### src/rtl/game_pkg.sv
// rtl/game_pkg.sv - shared game types, sprite defaults and round length helper
package game_pkg;

  localparam int FRAME_HZ    = 60;
  localparam int SPRITE_SIZE = 31;
  localparam int COORD_W     = 9;

  typedef enum logic [3:0] {
    IDLE,
    ARM,
    WAIT_TICK,
    LOAD_X,
    LOAD_Y,
    CHECK,
    WIN,
    LOSE,
    GAME_OVER
  } round_state_t;

  // Rounds shorten as the score rises; an underflowing or too-short result clamps to the floor.
  function automatic logic [7:0] round_limit(
    input logic [15:0] score,
    input logic [15:0] base_ticks,
    input logic [15:0] floor_ticks,
    input logic [15:0] step_ticks
  );
    logic [15:0] cut;
    logic [15:0] lim;
    cut = score * step_ticks;
    lim = base_ticks - cut;
    if (cut > base_ticks || lim < floor_ticks) begin
      lim = floor_ticks;
    end
    return lim[7:0];
  endfunction

endpackage

### src/rtl/frame_tick_counter.sv
// rtl/frame_tick_counter.sv - 8-bit saturating frame tick counter with load and clear
module frame_tick_counter (
  input  logic       clk,
  input  logic       reset,
  input  logic       clear,
  input  logic       load,
  input  logic [7:0] load_value,
  input  logic       enable,
  input  logic       up,
  output logic [7:0] count,
  output logic       terminal
);

  // Clear beats load beats count; the count never wraps in either direction.
  always_ff @(posedge clk or posedge reset) begin
    if (reset) begin
      count <= 8'd0;
    end else if (clear) begin
      count <= 8'd0;
    end else if (load) begin
      count <= load_value;
    end else if (enable) begin
      if (up) begin
        if (count != 8'hff) begin
          count <= count + 8'd1;
        end
      end else if (count != 8'd0) begin
        count <= count - 8'd1;
      end
    end
  end

  assign terminal = up ? (count == 8'hff) : (count == 8'd0);

endmodule

### src/rtl/round_controller.sv
// rtl/round_controller.sv - game round sequencer driving the sprite collision detector
module round_controller #(
  parameter int ROUND_TICKS = 180,
  parameter int MIN_TICKS   = 60,
  parameter int TICK_STEP   = 10,
  parameter int HOLD_TICKS  = 60,
  parameter int LIVES       = 3,
  parameter int SCORE_W     = 8
) (
  input  logic               clk,
  input  logic               reset,
  input  logic               sixty,
  input  logic               start,
  input  logic               hit,
  output logic               ld_x,
  output logic               ld_y,
  output logic               check,
  output logic               round_active,
  output logic               win_pulse,
  output logic               lose_pulse,
  output logic [SCORE_W-1:0] score,
  output logic [2:0]         lives,
  output logic [7:0]         time_left,
  output logic               game_over
);

  import game_pkg::*;

  round_state_t state, state_n;

  logic       game_start;
  logic       round_load;
  logic       round_en;
  logic       round_zero;
  logic       hold_load;
  logic       hold_en;
  logic       hold_zero;
  logic       hold_done;
  logic [7:0] limit;
  logic [7:0] hold_count_unused;

  assign game_start = start && (state == IDLE || state == GAME_OVER);
  assign limit      = round_limit(16'(score), 16'(ROUND_TICKS), 16'(MIN_TICKS), 16'(TICK_STEP));
  assign round_load = (state == ARM);
  assign round_en   = sixty && (state == WAIT_TICK);
  // Hold timer is primed on every check so it is ready whichever way the round resolves.
  assign hold_load  = (state == CHECK);
  assign hold_en    = sixty && (state == WIN || state == LOSE);
  assign hold_done  = hold_en && hold_zero;

  frame_tick_counter u_round_timer (
    .clk        (clk),
    .reset      (reset),
    .clear      (game_start),
    .load       (round_load),
    .load_value (limit),
    .enable     (round_en),
    .up         (1'b0),
    .count      (time_left),
    .terminal   (round_zero)
  );

  frame_tick_counter u_hold_timer (
    .clk        (clk),
    .reset      (reset),
    .clear      (1'b0),
    .load       (hold_load),
    .load_value (8'(HOLD_TICKS - 1)),
    .enable     (hold_en),
    .up         (1'b0),
    .count      (hold_count_unused),
    .terminal   (hold_zero)
  );

  always_ff @(posedge clk or posedge reset) begin
    if (reset) begin
      state <= IDLE;
    end else begin
      state <= state_n;
    end
  end

  always_comb begin
    state_n      = state;
    ld_x         = 1'b0;
    ld_y         = 1'b0;
    check        = 1'b0;
    round_active = 1'b0;
    game_over    = 1'b0;
    case (state)
      IDLE: begin
        if (start) state_n = ARM;
      end
      ARM: begin
        state_n = WAIT_TICK;
      end
      WAIT_TICK: begin
        round_active = 1'b1;
        if (sixty) state_n = LOAD_X;
      end
      LOAD_X: begin
        round_active = 1'b1;
        ld_x         = 1'b1;
        state_n      = LOAD_Y;
      end
      LOAD_Y: begin
        round_active = 1'b1;
        ld_y         = 1'b1;
        state_n      = CHECK;
      end
      CHECK: begin
        round_active = 1'b1;
        check        = 1'b1;
        // A hit on the final frame still counts as a win.
        if (hit)             state_n = WIN;
        else if (round_zero) state_n = LOSE;
        else                 state_n = WAIT_TICK;
      end
      WIN, LOSE: begin
        if (hold_done) state_n = (lives == 3'd0) ? GAME_OVER : ARM;
      end
      GAME_OVER: begin
        game_over = 1'b1;
        if (start) state_n = ARM;
      end
      default: begin
        state_n = IDLE;
      end
    endcase
  end

  always_ff @(posedge clk or posedge reset) begin
    if (reset) begin
      score      <= '0;
      lives      <= 3'(LIVES);
      win_pulse  <= 1'b0;
      lose_pulse <= 1'b0;
    end else begin
      win_pulse  <= (state == CHECK) && hit;
      lose_pulse <= (state == CHECK) && !hit && round_zero;
      if (game_start) begin
        score <= '0;
        lives <= 3'(LIVES);
      end else if (state == CHECK) begin
        if (hit) begin
          if (score != '1) score <= score + SCORE_W'(1);
        end else if (round_zero && lives != 3'd0) begin
          lives <= lives - 3'd1;
        end
      end
    end
  end

endmodule

### config.mk
export PLATFORM = sky130hd
export DESIGN_NAME = round_controller
export DESIGN_NICKNAME = d
export VERILOG_FILES = /design/src/rtl/game_pkg.sv /design/src/rtl/frame_tick_counter.sv /design/src/rtl/round_controller.sv
export SDC_FILE = /design/constraint.sdc
export NUM_CORES = 1
export LEC_CHECK = 0
export BUFFER_PORTS_ARGS = -buffer_cell sky130_fd_sc_hd__buf_2
export CAP_MARGIN = 20
export CORE_AREA = 4 4 92 94
export DETAILED_ROUTE_END_ITERATION = 8
export DIE_AREA = 0 0 96 98
export GPL_TIMING_DRIVEN = 0
export PLACE_DENSITY = 0.65
export SLEW_MARGIN = 20
export SYNTH_ARGS = -nofsm -noshare
export SYNTH_HDL_FRONTEND = slang
export SYNTH_HIERARCHICAL = 1
export SYNTH_SLANG_ARGS = --single-unit
### constraint.sdc
create_clock -name clk -period 9.3 [get_ports clk]
set_clock_uncertainty 0.15 [all_clocks]
set_input_delay 1.86 -clock clk [delete_from_list [all_inputs] [get_ports clk]]
set_output_delay 1.86 -clock clk [all_outputs]
set_load 0.1 [all_outputs]
Word-level counts from Yosys, hierarchy flattened
Cells that the tools add are included.
{"block": "totals", "ff_bits": 33, "input_bits": 5, "output_inout_bits": 26}
{"block": "op_classes", "add_sub_neg": 5, "multipliers": 1, "order_cmp": 2, "eq_ne": 13, "muxes": 28, "n_reduce_logical": 35}
{"op": "8-bit 2-to-1 mux", "count": 12}
{"op": "4-bit case mux with 7 select lines", "count": 1}
{"op": "3-bit 2-to-1 mux", "count": 6}
{"op": "4-bit by 3-bit equality test with 1-bit output (second input constant)", "count": 4}
{"op": "8-bit zero test", "count": 2}
{"op": "16-bit by 6-bit less-than comparator with 1-bit output (second input constant)", "count": 1}
{"op": "4-bit 2-to-1 mux", "count": 4}
{"op": "8-bit nonzero test", "count": 2}
{"op": "8-bit by 1-bit subtractor with 8-bit output (second input constant)", "count": 2}
{"op": "8-bit by 12-bit subtractor with 13-bit output (first input constant)", "count": 1}
{"op": "12-bit by 8-bit greater-than comparator with 1-bit output (second input constant)", "count": 1}
{"op": "2-bit nonzero test", "count": 6}
{"op": "8-bit by 3-bit multiplier with 11-bit output (second input constant)", "count": 1}
{"op": "3-bit AND reduction", "count": 3}
{"op": "3-bit nonzero test", "count": 3}
{"op": "8-bit by 1-bit adder with 8-bit output (second input constant)", "count": 1}
{"op": "4-bit by 2-bit equality test with 1-bit output (second input constant)", "count": 2}
{"op": "1-bit logical AND", "count": 8}
{"op": "8-bit inequality test (second input constant)", "count": 1}
{"op": "1-bit 2-to-1 mux", "count": 5}
{"op": "4-bit by 1-bit equality test with 1-bit output (second input constant)", "count": 1}
{"op": "4-bit equality test (second input constant)", "count": 1}
{"op": "4-bit zero test", "count": 1}
{"op": "2-bit by 1-bit inequality test with 1-bit output (second input constant)", "count": 2}
{"op": "8 further kinds", "count": 13}

Longest topological paths before layout
{"block": "logic_depth", "ltp_word": 7, "mapped_depth": 12, "ltp_nobuf": 12}

Modules after synthesis
The synthesis kept the hierarchy.
{"module": "frame_tick_counter", "instances": 2, "cells_each": 85, "area_per_inst_um2": 760.7, "seq_area_each_um2": 200.2}
{"module": "round_controller", "instances": 1, "cells_each": 171, "area_per_inst_um2": 1476.4, "seq_area_each_um2": 427.9}

Worst setup path before layout
OpenSTA, ideal clock, no wires.
{"block": "synth_path", "kind": "register to output", "from": "reg state[2]", "to": "out ld_y", "arrival_ns": 3.673, "slack_ns": 3.617, "stages_incl_launch_ff": 4, "n_path_buf": 1, "cell_sequence": "dfrtp_1 > clkbuf_1 > inv_1 > nor4_1"}
{"block": "synth_via", "elab_chain_cells": 2}
{"element": "start: declaration", "line_no": "round_controller.sv:29", "source": "round_state_t state, state_n;"}
{"element": "start signal: assignment", "line_no": "round_controller.sv:79", "source": "state <= state_n;"}
{"element": "4-bit by 3-bit equality test with 1-bit output", "line_no": "round_controller.sv:90", "source": "case (state)"}
{"element": "1-bit 2-to-1 mux", "line_no": "round_controller.sv:90"}
{"element": "end: declaration", "line_no": "round_controller.sv:16", "source": "output logic ld_y,"}
Every way passes these cells.

Worst setup path in the final report
Ends and elaborated chain as after synthesis.

==> flow_summary.toml <==
[outcome]
status = "finished, final reports clean"

[clock_tree]
hold_buffers = 0
cts_root_buf = "clkbuf_8"
clock_path_buffers = 2
clkSinkCount = 33
clk_pin_slew_worst_paths_ps = 70
cts_setup_buffers = 0
clock_latency_ps = 280
htree_num_levels = 2
tritoncts = "done"
cts_buffers = 5
cts_resized = 0

[sta]
tns_ps = 0
finalSetupViolCount = 0
slew_headroom_pct = 55.9
fmax_mhz = 255
rsz0062_at_grt = "false"
finalHoldViolations = 0
finalCriticalPeriod_ps = 3920
finalCritPeriodShare_pct = 42.2
setup_slack_ps = 5380
max_slew.worst_pin.slew_ps = 660
slew_violations = 0

[detailed_routing]
vias = 2673
viasPerCell = 5.38
dr.pass1.iters = 4
drc = 0
first_iter_violations = 97
avgRoutedWirePerCell_um = 14.0
ant_nets = 0
routed_wl_mm = 6.98

[critical_path]
required_ps = 7290
critPathMaxStageDelay_ps = 470
cp-start-kind = "register"
reg2reg_from = "score[1]"
crit_chain = "clkbuf_1 -> inv_1 -> nor4_1 -> buf_2"
endpoint_kind = "output pin"
ff2ff_path_depth = 12
rrSetupSlack_ps = 6040
critPathSlowestCell = "buf_2"
timing_worst_setup_path_type = "reg2out"
crit_arrival_ps = 1910
timing.rr.end = "u_round_timer/count[3]"
path_max_fanout = 10

[layout]
post-route-cell-area_mm2 = 0.00346
drive_gt1_share_pct = 14.9
fillers = 749
regArea_um2 = 828
nNetsFinal = 429
multi_input_area_mm2 = 0.00207
final_common_cell = "dfrtp_1"
mostFrequentLayoutCells = "dfrtp_1 (31), buf_2 (30), inv_1 (28), nor2_1 (28), ha_1 (27)"
final_core_util_pct = 45.2
antenna_cells = 0
area_growth_pct = 15.4

[floorplanning]
die-area_mm2 = 0.00941
dieWidth_um = 96
io_pins = 31
initial_utilization_pct = 39.2
core_area_mm2 = 0.00765
rows = 32
die_h_um = 98

[worst_hold_path]
hold_class = "reg2reg"
hp-start = "lives[0]"
hold_depth = 1
hold_end = "lives[0]"

[synth]
syn-instance-count = 341
synth_edf_count = 0
netlist_area_mm2 = 0.00300
synth-seq-cells = 33
ys_seq_area_share_pct = 27.6
synth-main-ff-cell = "dfrtp_1"
synth_area_per_cell_um2 = 8.79
synth.distinct_cells = 57
synth_warnings = 6
synth-async-reset-ratio_pct = 100

[placement]
gp_congestion = 0.890
postPlaceCellArea_mm2 = 0.00334
dp_slack_ps = 5480
port_buffers = 30
post-dp-hpwl_mm = 5.48

[power_and_ir_drop]
ir_drop_mv = 0.146
power_density_mw_per_mm2 = 342
power_mw = 1.18
p_leak_nw = 1.67

[grt]
grt-ovfl-total = 0
grt_pass1_wl_mm = 12.2
antenna_found_initial = 0
grt_max_degree = 18
track_usage_pct = 15.8
grt_pass1_vias = 2600

[run]
maxCapViolations = 0
-- state kept, by name, summed over array words and instances, names as in the netlist --
signal and count:
score 8, u_hold_timer/count 8, u_round_timer/count 8, state 4, lives 3, lose_pulse 1
win_pulse 1
-- stage by stage --
stage	hold WS, ps	instances
3_5_place_dp	385	489
5_1_grt	411	497
3_3_place_gp	374	489
6_report	397	497
2_1_floorplan	427	357
4_1_cts	399	497
-- layout make-up --
| cell class | instances | area share (%) |
|---|---|---|
| Inverter | 28 | 3.04 |
| Multi-Input combinational cell | 285 | 60.0 |
| Clock inverter | 1 | 0.868 |
| Tap cell | 102 | 3.69 |
| Sequential cell | 33 | 24.0 |
| Buffer | 11 | 1.63 |
| Clock buffer | 7 | 2.50 |
| Timing Repair Buffer | 30 | 4.34 |
-- logic make-up after synthesis --
kind of cell               synth area share, %
adders and majority gates                 13.6
and+or+nand+nor                           22.2
AOI/OAI and AO/OA                         19.9
other                                    0.251
DFF                                       27.6
xor gates and xnor gates                  7.01
buffers and inverters                     5.38
muxes                                     4.01
-- synthesized netlist by cell type, types with 3 or more instances --
cell | count | area, um^2
dfrtp_1 | 31 | 776
inv_1 | 28 | 105
nor2_1 | 28 | 105
ha_1 | 27 | 338
nand2_1 | 19 | 71.3
a21oi_1 | 16 | 80.1
xnor2_1 | 16 | 140
nand3_1 | 15 | 75.1
nor3_1 | 13 | 65.1
mux2i_1 | 12 | 120
a211oi_1 | 11 | 82.6
clkbuf_1 | 8 | 30.0
o21ai_0 | 8 | 40.0
xor2_1 | 8 | 70.1
nor4_1 | 7 | 43.8
a221oi_1 | 6 | 52.6
or3_1 | 6 | 37.5
a31oi_1 | 5 | 31.3
a2111o_1 | 4 | 45.0
a21o_1 | 4 | 30.0
and2_1 | 4 | 25.0
and3_1 | 4 | 25.0
nand4_1 | 4 | 25.0
o211ai_1 | 4 | 30.0
fa_1 | 3 | 60.1
nand2b_1 | 3 | 18.8
nor2b_1 | 3 | 18.8
nor3b_1 | 3 | 22.5
-- worst max-delay path by stage --
stage / from / to / cells past startpoint
after floorplan: state[2] / ld_y / 3
after global placement: start / u_round_timer/count[2] / 8
after detailed placement: start / u_round_timer/count[2] / 8
after CTS: state[2] / ld_y / 4
after global routing: state[2] / ld_y / 4
final: state[2] / ld_y / 4
-- power by group --
part | switching (mW) | leakage, nW | internal [mW]
registers | 0.0653 | 0.427 | 0.195
clock network | 0.0532 | 0.0585 | 0.0874
logic | 0.536 | 1.18 | 0.245
total | 0.655 | 1.67 | 0.527
-- layer usage --
layer	global-route usage, %	wire length (um)	vias to the layer above
li1	-	-	1349
met1	23.2	3490	1271
met2	24.5	3180	51
met3	2.62	270	2
met4	3.17	36	0
met5	0	0	-
-- worst max-delay path, delay by kind of cell (launching register included) --
family,cells,cell delay (ps)
buf+inv,3,1000
flops,1,370
simple gates,1,270
(Power assumes the default switching activity.)
